<file path="src/rtl/vvm_seq_pkg.sv">
// Shared types and constants for the vvm sequencer: FSM state encoding,
// the default engine window count, and an elaboration-time length check.
package vvm_seq_pkg;

  typedef enum logic [2:0] {
    S_IDLE = 3'd0,
    S_RD_B = 3'd1,
    S_LD_B = 3'd2,
    S_LD_A = 3'd3,
    S_WAIT = 3'd4,
    S_OUT  = 3'd5,
    S_RD_A = 3'd6
  } state_t;

  localparam int L_DEFAULT = 176;
  localparam int W_DEFAULT = 4;
  localparam int WL        = L_DEFAULT / W_DEFAULT;

  // The engine walks the vector in whole windows, so L must split evenly.
  function automatic bit len_ok(input int l, input int w);
    return (w > 0) && ((l % w) == 0);
  endfunction

endpackage

</file>
<file path="src/rtl/vvm_seq.sv">
// Matrix-vector sequencer for the vvm MAC engine: fetches the vector once,
// then one matrix row per pass, and streams one dot product per row.
module vvm_seq
  import vvm_seq_pkg::*;
#(
  parameter int L  = 176,
  parameter int W  = 4,
  parameter int Q  = 8,
  parameter int DQ = 18,
  parameter int AW = 10,
  parameter int RW = 8
) (
  input  logic          clk,
  input  logic          rst_n,
  input  logic          cmd_valid,
  output logic          cmd_ready,
  input  logic [AW-1:0] cmd_vaddr,
  input  logic [AW-1:0] cmd_base,
  input  logic [RW-1:0] cmd_rows,
  input  logic [Q-1:0]  cmd_zA,
  input  logic [Q-1:0]  cmd_zB,
  output logic          mem_rd_en,
  output logic [AW-1:0] mem_addr,
  output logic          vvm_A_ld,
  output logic          vvm_B_ld,
  output logic          vvm_start,
  output logic [Q-1:0]  vvm_zA,
  output logic [Q-1:0]  vvm_zB,
  input  logic          vvm_rdy,
  input  logic [DQ-1:0] vvm_C,
  output logic          res_valid,
  input  logic          res_ready,
  output logic [DQ-1:0] res_data,
  output logic [RW-1:0] res_idx,
  output logic          res_last,
  output logic          busy,
  output logic          done
);

  if (!len_ok(L, W)) begin : g_len_chk
    $error("vvm_seq: L must be a multiple of W");
  end

  state_t        state;
  state_t        state_n;
  logic [AW-1:0] vaddr_q;
  logic [AW-1:0] base_q;
  logic [RW-1:0] rows_q;
  logic [RW-1:0] r_q;
  logic          done_q;
  logic          cmd_fire;
  logic          res_fire;

  // valid/ready: a transfer happens on a rising edge where both are high;
  // while valid is high and ready low, the source holds its payload stable.
  assign cmd_ready = (state == S_IDLE);
  assign cmd_fire  = cmd_ready & cmd_valid;
  assign res_valid = (state == S_OUT);
  assign res_fire  = res_valid & res_ready;
  assign busy      = (state != S_IDLE);
  assign done      = done_q | (res_fire & res_last);

  always_ff @(posedge clk or negedge rst_n) begin
    if (!rst_n) begin
      state <= S_IDLE;
    end else begin
      state <= state_n;
    end
  end

  always_comb begin
    state_n   = state;
    mem_rd_en = 1'b0;
    mem_addr  = base_q + AW'(r_q);
    vvm_A_ld  = 1'b0;
    vvm_B_ld  = 1'b0;
    vvm_start = 1'b0;
    case (state)
      S_IDLE: begin
        if (cmd_valid && (cmd_rows != '0)) state_n = S_RD_B;
      end
      S_RD_B: begin
        mem_rd_en = 1'b1;
        mem_addr  = vaddr_q;
        state_n   = S_LD_B;
      end
      S_LD_B: begin
        vvm_B_ld  = 1'b1;
        mem_rd_en = 1'b1;
        state_n   = S_LD_A;
      end
      // Row fetch for every row after the first; the vector is already loaded.
      S_RD_A: begin
        mem_rd_en = 1'b1;
        state_n   = S_LD_A;
      end
      // Start with the load: the engine first indexes A a cycle later.
      S_LD_A: begin
        vvm_A_ld  = 1'b1;
        vvm_start = 1'b1;
        state_n   = S_WAIT;
      end
      S_WAIT: begin
        if (vvm_rdy) state_n = S_OUT;
      end
      S_OUT: begin
        if (res_ready) state_n = res_last ? S_IDLE : S_RD_A;
      end
      default: state_n = S_IDLE;
    endcase
  end

  always_ff @(posedge clk or negedge rst_n) begin
    if (!rst_n) begin
      vaddr_q  <= '0;
      base_q   <= '0;
      rows_q   <= '0;
      r_q      <= '0;
      vvm_zA   <= '0;
      vvm_zB   <= '0;
      res_data <= '0;
      res_idx  <= '0;
      res_last <= 1'b0;
      done_q   <= 1'b0;
    end else begin
      done_q <= 1'b0;
      if (cmd_fire) begin
        vaddr_q <= cmd_vaddr;
        base_q  <= cmd_base;
        rows_q  <= cmd_rows;
        vvm_zA  <= cmd_zA;
        vvm_zB  <= cmd_zB;
        r_q     <= '0;
        done_q  <= (cmd_rows == '0);
      end
      if ((state == S_WAIT) && vvm_rdy) begin
        res_data <= vvm_C;
        res_idx  <= r_q;
        res_last <= (r_q == (rows_q - RW'(1)));
      end
      if (res_fire && !res_last) begin
        r_q <= r_q + RW'(1);
      end
    end
  end

endmodule

</file>
<file path="config.mk">
export PLATFORM = sky130hd
export DESIGN_NAME = vvm_seq
export DESIGN_NICKNAME = d
export VERILOG_FILES = /design/src/rtl/vvm_seq_pkg.sv /design/src/rtl/vvm_seq.sv
export SDC_FILE = /design/constraint.sdc
export NUM_CORES = 1
export LEC_CHECK = 0
export CORE_MARGIN = 2
export CORE_UTILIZATION = 30
export CTS_BUF_LIST = sky130_fd_sc_hd__clkbuf_4 sky130_fd_sc_hd__clkbuf_8
export DETAILED_ROUTE_END_ITERATION = 12
export SETUP_SLACK_MARGIN = 0.2
export SLEW_MARGIN = 20
export SYNTH_ARGS = -nofsm -noshare
export SYNTH_HDL_FRONTEND = slang
export SYNTH_SLANG_ARGS = --single-unit
</file>
<file path="constraint.sdc">
create_clock -name clk -period 4.1 [get_ports clk]
set_input_delay 0.615 -clock clk [delete_from_list [all_inputs] [get_ports clk]]
set_output_delay 0.615 -clock clk [all_outputs]
set_load 0.02 [all_outputs]
</file>
* After elaboration in Yosys (flattened, before gate mapping)
Cells that the tools add are included.
Storage, ports and cells: register bits 83, word-level logic and storage cells 52
Cells by class: add/sub/neg operators 3, reduce and logical (&&, ||, !) cells 12, bitwise gates (word level) 4, eq/ne operators 10, multiplexer cells 12
Operators by type and width (count):
- $pmux 3 s6 | 1
- $mux 8 | 2
- $mux 3 | 4
- $add 10x8->10 | 1
- $mux 10 | 1
- $eq 3x3->1 const B | 3
- $add 8x1->8 const B | 1
- $eq 8x8->1 | 1
- $logic_not 8->1 | 1
- $reduce_bool 8->1 | 1
- $sub 8x1->8 const B | 1
- $eq 3x2->1 const B | 2
- $mux 1 | 4
- $ne 2x1->1 const B | 2
- $and 1x1->1 | 3
- $eq 3x1->1 const B | 1
- $logic_and 1x1->1 | 3
- $logic_not 3->1 | 1
- $reduce_and 3->1 | 1
- $reduce_bool 3->1 | 1
- $reduce_or 3->1 | 1
- $ne 2x2->1 const B | 1
- $reduce_bool 2->1 | 1
- $reduce_or 2->1 | 1
- 2 further kinds | 2

* Logic depth before layout (Yosys ltp)
depth in word-level cells 4, mapped depth 8, mapped depth without buffers 7

* Least setup slack after synthesis
Ideal clock, no wire load.
path kind reg2out, start point reg r_q[0], end point out mem_addr[4], buffers on the path 0, data required time 3485 ps, arrival 1979 ps, path slack 1506 ps, cell stages (with the launch flop) 7, path through dfrtp_1 -> ha_1 -> fa_1 -> a21oi_1 -> o21ai_0 -> xnor2_1 -> o21ai_0
Between the ends: word-level cells in the longest chain between the ends 2
Ends and longest elaborated chain:
- start: declaration | line vvm_seq.sv:49 | logic [RW-1:0] r_q;
- start signal: assignment | line vvm_seq.sv:142 | r_q <= r_q + RW'(1);
- $add 10x8->10 | line vvm_seq.sv:74 | mem_addr = base_q + AW'(r_q);
- $mux 10 | line vvm_seq.sv:78 | case (state)
- end: declaration | line vvm_seq.sv:23 | output logic [AW-1:0] mem_addr,
Every way passes these cells.

* Worst setup path in the final report
start point reg r_q[0], end point out mem_addr[8]
The elaborated chain is that of the path after synthesis.

==> out/metrics.yaml <==
critical_path:
  cp.arrival_ns: 2.95
  worst_path_max_delay_cell: "clkdlybuf4s50_1"
  required_ns: 3.48
  path_cells: "ha_1 > fa_1 > a21oi_1 > o211ai_1 > a31oi_1 > xor2_1 > o21ai_1 > clkdlybuf4s50_1"
  critical_path_class: "reg2out"
  startpoint: "r_q[0]"
  crit_buf_inv: 1
  ff2ff_path_depth: 3
  cp-start-kind: "register"
  rrSetupSlack_ns: 2.02
  critPathTopFamily: "compound AO/OA/AOI/OAI gates"
  cp-end-kind: "output port"
  slowest_delay_ns: 0.61
  rr_endpoint: "res_idx[2]"
  reg2reg_from: "state[2]"
  worstPathMaxFanout: 8
yosys:
  synthCells: 429
  synth_area_leaders: "dfrtp_1 (50%), nand2_1 (13%), mux2_4 (6.8%)"
  async_flop_share: 1.00
  synth_nets: 507
  synth_warnings: 0
  synth_top_area_share: 0.495
  yosys.area.top_type: "dfrtp_1"
  ys_types: 50
  yosys-top-cells-count: "nand2_1 (150), dfrtp_1 (83), mux2_4 (19), o21ai_0 (19), inv_1 (14)"
  synth-edff-count: 0
  synth_area_um2: 4190
  synth_flop_cell: "dfrtp_1"
  synth_seq_area_share: 0.495
  ys_seq_elements: 83
  synth_most_common_cell: "nand2_1"
  syn_area_per_cell_um2: 9.77
power:
  combPwrFrac: 0.501
  power_frac_seq: 0.340
  peakVddDrop_mv: 0.235
  clockPowerShare: 0.160
  power.leakage_nw: 2.63
  powerDensity_nw_per_um2: 715
  switching_share: 0.386
  p_int_w: 0.00255
  power_switching_w: 0.00160
global_routing:
  grt_use_total: 0.143
  grt_pass1_vias: 3445
  antenna_found_initial: 0
  grt_max_degree: 60
  grt-ovfl-total: 0
  grt_first_pass_wirelength_mm: 16.8
clock_tree:
  cts_tree: "built"
  cts.clk_slew.worst_paths_ns: 0.08
  holdBufCountCts: 0
  root_buffer: "clkbuf_8"
  cts_num_sinks: 83
  htreeDepth: 3
  numCtsBuffers: 9
  cts-resized-gates: 0
  clk_path_buf_depth: 2
  postCtsSetupBuffers: 0
  clock_latency_ns: 0.36
final_layout:
  final_nets: 629
  fillCellCount: 1390
  multi_input_area_um2: 1930
  diodes: 0
  drive_gt1_frac: 0.105
  synthToLayoutAreaGrowth_pct: 38.6
  regArea_um2: 2080
timing:
  fin_crit_sh: 0.870
  finalSetupViolations: 0
  worstMarginPinSlew_ns: 0.778
  clock_skew_ns: 0.00871
  tns_ns: 0
  fmax_ghz: 0.280
  grt_setup_unrepaired: "no"
  layout_setup_ws_ns: 0.533
  relSlewSlack: 0.481
  finalHoldViolations: 0
  slew_viol_final: 0
  period_needed_ns: 3.57
detailed_routing:
  drt-pass1-iter-count: 4
  drt-total-wl_mm: 10.2
  wl_per_cell_um: 13.9
  drt_iter0_markers: 162
  num_vias: 3419
  via_per_inst: 4.65
  ant_nets: 0
  drc: 0
die:
  die_x_um: 122
  rows: 43
  boundaryPins: 128
  core_um2: 13800
  die_height_um: 122
  dieArea_um2: 14900
  start_util: 0.304
min_path:
  worstHoldPathType: "in2async"
run:
  max-cap-violations: 0
placement:
  pre_cts_slack_ns: 0.919
  gp_congestion: 0.799
  dpl.hpwl_mm: 7.46
  port-buffer-count: 127
run_status:
  status: "completed"
-- power by group through the flow --
stage	logic, W	registers (W)	clock network [W]
2_1_floorplan	0.00108	0.00157	0
4_1_cts	0.00211	0.00141	0.000691
6_report	0.00208	0.00141	0.000663
3_3_place_gp	0.00207	0.00141	0
5_1_grt	0.00228	0.00146	0.000722
3_5_place_dp	0.00210	0.00142	0
-- final cells by class --
type                            instances  share of cell area
Clock inverter                          2              0.0103
Multi-Input combinational cell        311               0.332
Tap cell                              180              0.0388
Sequential cell                        83               0.357
Timing Repair Buffer                  132               0.225
Clock buffer                           13              0.0276
Inverter                               14             0.00904
-- layer usage --
layer  wire length, um  GRT usage  vias up
li1                  -          -     1677
met1              4710      0.189     1630
met2              4770      0.224       96
met3               538     0.0349       16
met4               224     0.0618        0
met5                 0          0        -
-- placed cells by master (no fill, tap or decap), drive strengths merged, types with 6 or more instances in the layout --
cell type,instances
clkbuf,13
dfrtp,83
ha,10
a21oi,10
nor2,9
buf,6
o21ai,23
mux2,28
xor2,8
inv,14
xnor2,8
nand2,150
nor3,9
clkdlybuf4s50,126
-- sequential cells by signal (all words and copies together) (netlist names) --
name / flops
res_data: 18
base_q: 10
vaddr_q: 10
r_q: 8
res_idx: 8
rows_q: 8
vvm_zA: 8
vvm_zB: 8
state: 3
done_q: 1
res_last: 1
-- kinds of logic after synthesis --
| kind of cell | after synthesis | synth area share |
|---|---|---|
| flops | 83 | 0.495 |
| fa+ha+maj | 11 | 0.0346 |
| mux | 30 | 0.0970 |
| xor+xnor | 16 | 0.0334 |
| compound gates | 59 | 0.0871 |
| simple gates | 195 | 0.208 |
| buf+inv | 35 | 0.0448 |
-- per-stage QoR --
| stage | power, W | hold slack, ns | utilization | area (um^2) | instances |
|---|---|---|---|---|---|
| after floorplan | 0.00266 | 0.319 | - | 4190 | 429 |
| after global placement | 0.00348 | 0.453 | 0.406 | 5590 | 720 |
| after detailed placement | 0.00352 | 0.464 | 0.406 | 5590 | 720 |
| after CTS | 0.00421 | 0.345 | 0.422 | 5810 | 735 |
| after global routing | 0.00447 | 0.352 | 0.422 | 5810 | 735 |
| final | 0.00415 | 0.304 | 0.422 | 5810 | 735 |
-- how the worst max path moves through the flow --
| stage | slack, ns | end | cells after the start |
|---|---|---|---|
| after floorplan | 1.51 | mem_addr[4] | 6 |
| after global placement | 0.93 | mem_addr[8] | 8 |
| after detailed placement | 0.92 | mem_addr[8] | 8 |
| after CTS | 0.49 | mem_addr[8] | 8 |
| after global routing | 0.34 | mem_addr[8] | 8 |
| final | 0.53 | mem_addr[8] | 8 |
No activity file was read; power rests on OpenSTA's default activity.
